`src/rtl/uart_pkg.sv`:
```
// uart_pkg: shared FSM state encoding and a clog2 helper for the UART TX slice.
// No ports; imported by sync_fifo and uart_tx_fifo.
package uart_pkg;

  localparam int ST_W = 3;

  typedef enum logic [ST_W-1:0] {
    IDLE   = 3'd0,
    START  = 3'd1,
    DATA   = 3'd2,
    PARITY = 3'd3,
    STOP   = 3'd4
  } state_e;

  function automatic int clog2(input int v);
    int r;
    r = 0;
    while ((1 << r) < v) r++;
    return r;
  endfunction

endpackage

```
`src/rtl/sync_fifo.sv`:
```
// sync_fifo: DEPTH x DW synchronous FIFO with show-ahead read data.
// Ports: sysclk, cpu_resetn, wr_en/wr_data, rd_en/rd_data, full, empty, count.
module sync_fifo
  import uart_pkg::*;
#(
  parameter int DEPTH = 16,
  parameter int DW    = 8
) (
  input  logic                   sysclk,
  input  logic                   cpu_resetn,
  input  logic                   wr_en,
  input  logic [DW-1:0]          wr_data,
  input  logic                   rd_en,
  output logic [DW-1:0]          rd_data,
  output logic                   full,
  output logic                   empty,
  output logic [clog2(DEPTH):0]  count
);

  localparam int AW = clog2(DEPTH);

  logic [DW-1:0] mem_q [DEPTH];
  logic [AW:0]   wptr_q, wptr_d;
  logic [AW:0]   rptr_q, rptr_d;
  logic          wr_ok, rd_ok;

  // Extra pointer MSB separates full from empty when indices match.
  assign full  = (wptr_q[AW] != rptr_q[AW]) &&
                 (wptr_q[AW-1:0] == rptr_q[AW-1:0]);
  assign empty = (wptr_q == rptr_q);
  assign count = wptr_q - rptr_q;

  assign rd_data = mem_q[rptr_q[AW-1:0]];

  assign wr_ok = wr_en & ~full;
  assign rd_ok = rd_en & ~empty;

  always_comb begin
    wptr_d = wptr_q + {{AW{1'b0}}, wr_ok};
    rptr_d = rptr_q + {{AW{1'b0}}, rd_ok};
  end

  always_ff @(posedge sysclk or negedge cpu_resetn) begin
    if (!cpu_resetn) begin
      wptr_q <= '0;
      rptr_q <= '0;
    end else begin
      wptr_q <= wptr_d;
      rptr_q <= rptr_d;
    end
  end

  always_ff @(posedge sysclk) begin
    if (wr_ok) mem_q[wptr_q[AW-1:0]] <= wr_data;
  end

endmodule

```
`src/rtl/uart_tx_fifo.sv`:
```
// uart_tx_fifo: FIFO-buffered LSB-first UART transmitter; UART_TX_PARITY_EN adds even parity.
// Ports: sysclk, cpu_resetn, wr_en, wr_data, full, count, busy, uart_tx (registered, idles high).
module uart_tx_fifo
  import uart_pkg::*;
#(
  parameter int DIV       = 868,
  parameter int DATA_W    = 8,
  parameter int DEPTH     = 16,
  parameter int STOP_BITS = 1
) (
  input  logic                   sysclk,
  input  logic                   cpu_resetn,
  input  logic                   wr_en,
  input  logic [DATA_W-1:0]      wr_data,
  output logic                   full,
  output logic [clog2(DEPTH):0]  count,
  output logic                   busy,
  output logic                   uart_tx
);

  localparam int BW = clog2(DIV);
  localparam int IW = clog2(DATA_W);
  localparam logic [BW-1:0] BAUD_LAST = BW'(DIV - 1);
  localparam logic [IW-1:0] LAST_BIT  = IW'(DATA_W - 1);
  localparam logic [IW-1:0] STOP_LAST = IW'(STOP_BITS - 1);

  state_e            state_q, state_d;
  logic [BW-1:0]     baud_q, baud_d;
  logic [IW-1:0]     bit_q, bit_d;
  logic [DATA_W-1:0] shift_q, shift_d;
  logic              tx_q, tx_d;
  logic              pop, tick;
  logic              fifo_empty;
  logic [DATA_W-1:0] fifo_data;
`ifdef UART_TX_PARITY_EN
  logic              par_q, par_d;
`endif

  sync_fifo #(
    .DEPTH (DEPTH),
    .DW    (DATA_W)
  ) u_fifo (
    .sysclk     (sysclk),
    .cpu_resetn (cpu_resetn),
    .wr_en      (wr_en),
    .wr_data    (wr_data),
    .rd_en      (pop),
    .rd_data    (fifo_data),
    .full       (full),
    .empty      (fifo_empty),
    .count      (count)
  );

  assign tick    = (baud_q == BAUD_LAST);
  assign busy    = (state_q != IDLE) | (count != '0);
  assign uart_tx = tx_q;

  always_comb begin
    state_d = state_q;
    baud_d  = baud_q;
    bit_d   = bit_q;
    shift_d = shift_q;
    pop     = 1'b0;
    if (state_q != IDLE) baud_d = tick ? '0 : baud_q + 1'b1;
    unique case (state_q)
      IDLE: begin
        if (!fifo_empty) begin
          pop     = 1'b1;
          state_d = START;
          baud_d  = '0;
        end
      end
      START: begin
        if (tick) begin
          state_d = DATA;
          bit_d   = '0;
        end
      end
      DATA: begin
        if (tick) begin
          shift_d = shift_q >> 1;
          if (bit_q == LAST_BIT) begin
            bit_d = '0;
`ifdef UART_TX_PARITY_EN
            state_d = PARITY;
`else
            state_d = STOP;
`endif
          end else begin
            bit_d = bit_q + 1'b1;
          end
        end
      end
      PARITY: begin
        if (tick) state_d = STOP;
      end
      STOP: begin
        if (tick) begin
          if (bit_q == STOP_LAST) begin
            bit_d = '0;
            // Chain straight into the next start bit.
            if (!fifo_empty) begin
              pop     = 1'b1;
              state_d = START;
            end else begin
              state_d = IDLE;
            end
          end else begin
            bit_d = bit_q + 1'b1;
          end
        end
      end
      default: state_d = IDLE;
    endcase
    if (pop) shift_d = fifo_data;
  end

`ifdef UART_TX_PARITY_EN
  always_comb begin
    par_d = par_q;
    if (pop) par_d = ^fifo_data;
  end
`endif

  // Line level follows the registered state, one edge behind it.
  always_comb begin
    tx_d = 1'b1;
    unique case (state_q)
      START:  tx_d = 1'b0;
      DATA:   tx_d = shift_q[0];
`ifdef UART_TX_PARITY_EN
      PARITY: tx_d = par_q;
`endif
      default: tx_d = 1'b1;
    endcase
  end

  always_ff @(posedge sysclk or negedge cpu_resetn) begin
    if (!cpu_resetn) begin
      state_q <= IDLE;
      baud_q  <= '0;
      bit_q   <= '0;
      shift_q <= '0;
      tx_q    <= 1'b1;
    end else begin
      state_q <= state_d;
      baud_q  <= baud_d;
      bit_q   <= bit_d;
      shift_q <= shift_d;
      tx_q    <= tx_d;
    end
  end

`ifdef UART_TX_PARITY_EN
  always_ff @(posedge sysclk or negedge cpu_resetn) begin
    if (!cpu_resetn) par_q <= 1'b0;
    else             par_q <= par_d;
  end
`endif

endmodule

```
`config.mk`:
```
export PLATFORM = sky130hd
export DESIGN_NAME = uart_tx_fifo
export DESIGN_NICKNAME = d
export VERILOG_FILES = /design/src/rtl/uart_pkg.sv /design/src/rtl/sync_fifo.sv /design/src/rtl/uart_tx_fifo.sv
export SDC_FILE = /design/constraint.sdc
export NUM_CORES = 1
export LEC_CHECK = 0
export CORE_ASPECT_RATIO = 0.7
export CORE_MARGIN = 2
export CORE_UTILIZATION = 55
export CTS_CLUSTER_SIZE = 12
export DETAILED_ROUTE_END_ITERATION = 12
export PLACE_DENSITY = 0.68
export SLEW_MARGIN = 20
export SYNTH_ARGS = -nofsm -noshare
export SYNTH_HDL_FRONTEND = slang
export SYNTH_SLANG_ARGS = --single-unit
```
`constraint.sdc`:
```
create_clock -name sysclk -period 3.74 [get_ports sysclk]
set_clock_uncertainty 0.15 [all_clocks]
set_input_delay 0.374 -clock sysclk [delete_from_list [all_inputs] [get_ports sysclk]]
set_output_delay 0.374 -clock sysclk [all_outputs]
set_load 0.01 [all_outputs]
```
==> results_dict.tcl <==
set metrics [dict create \
    power_frac_comb_pct 32.5 \
    p_sw_mw 2.023 \
    setup-violations-final 0 \
    p_int_mw 4.194 \
    layout.cells.most_common_list "128 x edfxtp_1, 33 x dfrtp_1, 31 x nor2_1" \
    worst_slack_ns 0.1578 \
    place_ws_ns 0.6175 \
    setup_tns_ns 0 \
    p_sw_share_pct 32.54 \
    arrival_ns 3.06 \
    power.density_nw_per_um2 774.7 \
    p_total_mw 6.217 \
    hold_class "reg2reg" \
    holdWs_ns 0.3634 \
    synth_fp_nets 459 \
    drt-total-wl_um 14030 \
    cts_hold_buf 1 \
    syn2layout_area_growth_pct 14.91 \
    cts-buffers-inserted 17 \
    synthArstFlopShare_pct 21.47 \
    worst_slew_pin_slew_ns 0.8140 \
    synth_edf_count 128 \
    die_w_um 138.7 \
    synth_cells 435 \
    cts_setup_buffers 0 \
    synthFlopType "edfxtp_1" \
    maxCapViolCount 0 \
    hold_violations 0 \
    synth_compound_area_share_pct 5.930 \
    io_buffers 18 \
    slew_violations 0 \
    antenna_found_initial 0 \
    clkSinkCount 163 \
    cts.clk_slew.worst_paths_ns 0.06 \
    io_pins 19 \
    initial_core_util_pct 56.22 \
    clockPowerShare_pct 28.3 \
    die_h_um 98.28 \
    cts_buffer_depth 2 \
    final_common_cell "edfxtp_1" \
    htree_levels 4 \
    p_leak_nw 2.916 \
    cts_tree "built" \
    synthSimpleGateAreaFrac_pct 7.596 \
    viasPerCell 5.877 \
    ir_worst_vdd_uv 426.9 \
    first_iter_violations 263 \
    dp_cells 617 \
    final_cells 650 \
    max_freq_mhz 279.2 \
    grt_max_degree 41 \
    rows 34 \
    place_area_um2 7408 \
    period_minus_slack_ns 3.582 \
    die_area_um2 13630 \
    cts-root-buf "clkbuf_16" \
    worst_ep_required_time_ns 3.22 \
    syn-cell-area_um2 6984 \
    path_max_fanout 15 \
    overflow 0 \
    final_nets 499 \
    final_util_pct 64.61 \
    synth_fa_ha_area_share_pct 2.436 \
    antennaDiodeCount 0 \
    synth-xor-area-share_pct 1.863 \
    core_um2 12420 \
    syn_avg_cell_area_um2 16.06 \
    gp_congestion 0.9393 \
    synthMuxAreaShare_pct 12.33 \
    ys_seq_area_share_pct 67.59 \
    cts.repair.resized 0 \
    postRouteAntennaNets 0 \
    outcome "finished, final reports clean" \
    ys_types 58 \
    drt_first_pass_iters 5 \
    cp-end-kind "output pin" \
    nFillCells 892 \
    drive_gt1_share_pct 22.34 \
    wire_per_inst_um 21.58 \
    hpwl_um 9314 \
    startpoint_type "flip-flop" \
    grt_pass1_wl_um 22070 \
    drc_errors 0 \
    synth_top_family_by_area "multiplexers" \
    grt_pass1_vias 3796 \
    synth_seq_cells 163 \
    yosys_warnings 0 \
    final_cell_area_um2 8025 \
    final.period_utilization_pct 95.78 \
    dr_total_vias 3820 \
    clk_latency_ns 0.41 \
    critPathKind "reg2out" \
    relSlewSlack_pct 45.41 \
    track_usage_pct 21.97 \
    rsz0062_at_grt "no" \
    seq_power_share_pct 39.1 \
]
==> final cells by class <==
cell class / count / area (um^2) / share of cell area [%]
clock buffer: 18 / 439.2 / 5.472
clock inverter: 14 / 167.7 / 2.089
inverter: 14 / 52.55 / 0.6548
multi-input combinational: 240 / 2106 / 26.24
sequential: 163 / 4722 / 58.84
tap: 162 / 202.7 / 2.526
timing repair buffer: 39 / 335.3 / 4.178
==> worst max-delay path: stages (launching register included) <==
cell and delay, ns:
dfrtp_1 0.65, inv_2 0.24, ha_1 0.42, a21o_1 0.18, a21oi_1 0.17, xnor2_1 0.10, or3b_1 0.38, clkdlybuf4s50_1 0.50
==> synth_stat cells (2+ instances only) <==
| cell type | n | area (um^2) |
|---|---|---|
| a21o_1 | 2 | 15.01 |
| a21oi_1 | 10 | 50.05 |
| and3_1 | 3 | 18.77 |
| buf_2 | 6 | 30.03 |
| buf_4 | 2 | 15.01 |
| buf_6 | 3 | 33.78 |
| clkbuf_1 | 7 | 26.28 |
| dfrtp_1 | 34 | 850.8 |
| edfxtp_1 | 128 | 3844 |
| ha_1 | 12 | 150.1 |
| inv_1 | 11 | 41.29 |
| inv_2 | 2 | 7.510 |
| mux2_2 | 14 | 157.7 |
| mux2i_1 | 14 | 140.1 |
| mux4_2 | 25 | 563.0 |
| nand2_1 | 16 | 60.06 |
| nand2b_1 | 4 | 25.02 |
| nand3_1 | 13 | 65.06 |
| nand4_2 | 2 | 25.02 |
| nor2_1 | 31 | 116.4 |
| nor2b_1 | 3 | 18.77 |
| nor3_1 | 7 | 35.03 |
| nor3_4 | 2 | 32.53 |
| nor3b_1 | 2 | 15.01 |
| o21ai_0 | 10 | 50.05 |
| o21ai_1 | 14 | 70.07 |
| o22ai_1 | 14 | 87.58 |
| o31ai_1 | 2 | 15.01 |
| or3_1 | 2 | 12.51 |
| xnor2_1 | 10 | 87.58 |
| xor2_1 | 3 | 26.28 |
==> registers in the layout (all words and copies together), names as in the netlist <==
signal	flops
state_q	3
uart_tx	1
u_fifo.rptr_q	5
u_fifo.mem_q	128
u_fifo.wptr_q	5
baud_q	10
shift_q	8
bit_q	3
==> cells by family (layout without fill, tap and decap cells) <==
group                      count (synthesis)  in the layout
DFF                                      163            163
and+or+nand+nor                           95             95
muxes                                     53             53
xor gates and xnor gates                  14             14
AOI/OAI and AO/OA                         65             65
adders and majority gates                 13             13
buffers and inverters                     32             85
==> per-layer routing <==
| metal | global-route usage (%) | part of all wire [%] | wire, um | vias up |
|---|---|---|---|---|
| met5 | 0 | 0 | 0 | - |
| met4 | 5.284 | 0.85 | 119 | 0 |
| met3 | 5.395 | 4.2 | 593 | 9 |
| met2 | 32.79 | 46 | 6401 | 94 |
| met1 | 33.27 | 49 | 6913 | 1949 |
| li1 | - | - | - | 1768 |
==> path summary, 6_finish.rpt <==
check / from / end / slack (ns) / depth (start not counted)
max: u_fifo.rptr_q[2] / busy / 0.16 / 7
min: shift_q[7] / shift_q[7] / 0.36 / 2
max reg2reg: u_fifo.rptr_q[2] / u_fifo.rptr_q[4] / 0.69 / 10
min reg2reg: shift_q[7] / shift_q[7] / 0.36 / 2
max in group asynchronous: cpu_resetn / u_fifo.rptr_q[0] / 2.45 / 2
min in group asynchronous: cpu_resetn / baud_q[8] / 0.43 / 2
==> power by group through the flow <==
| stage | logic [mW] | registers [mW] | clock network [mW] |
|---|---|---|---|
| floorplan | 1.43 | 2.38 | 0 |
| global placement | 1.98 | 2.45 | 0 |
| detailed placement | 2.02 | 2.46 | 0 |
| CTS | 2.03 | 2.43 | 1.79 |
| global route | 2.19 | 2.46 | 1.87 |
| finish | 2.02 | 2.43 | 1.76 |
Power figures use the tool's default switching activity.
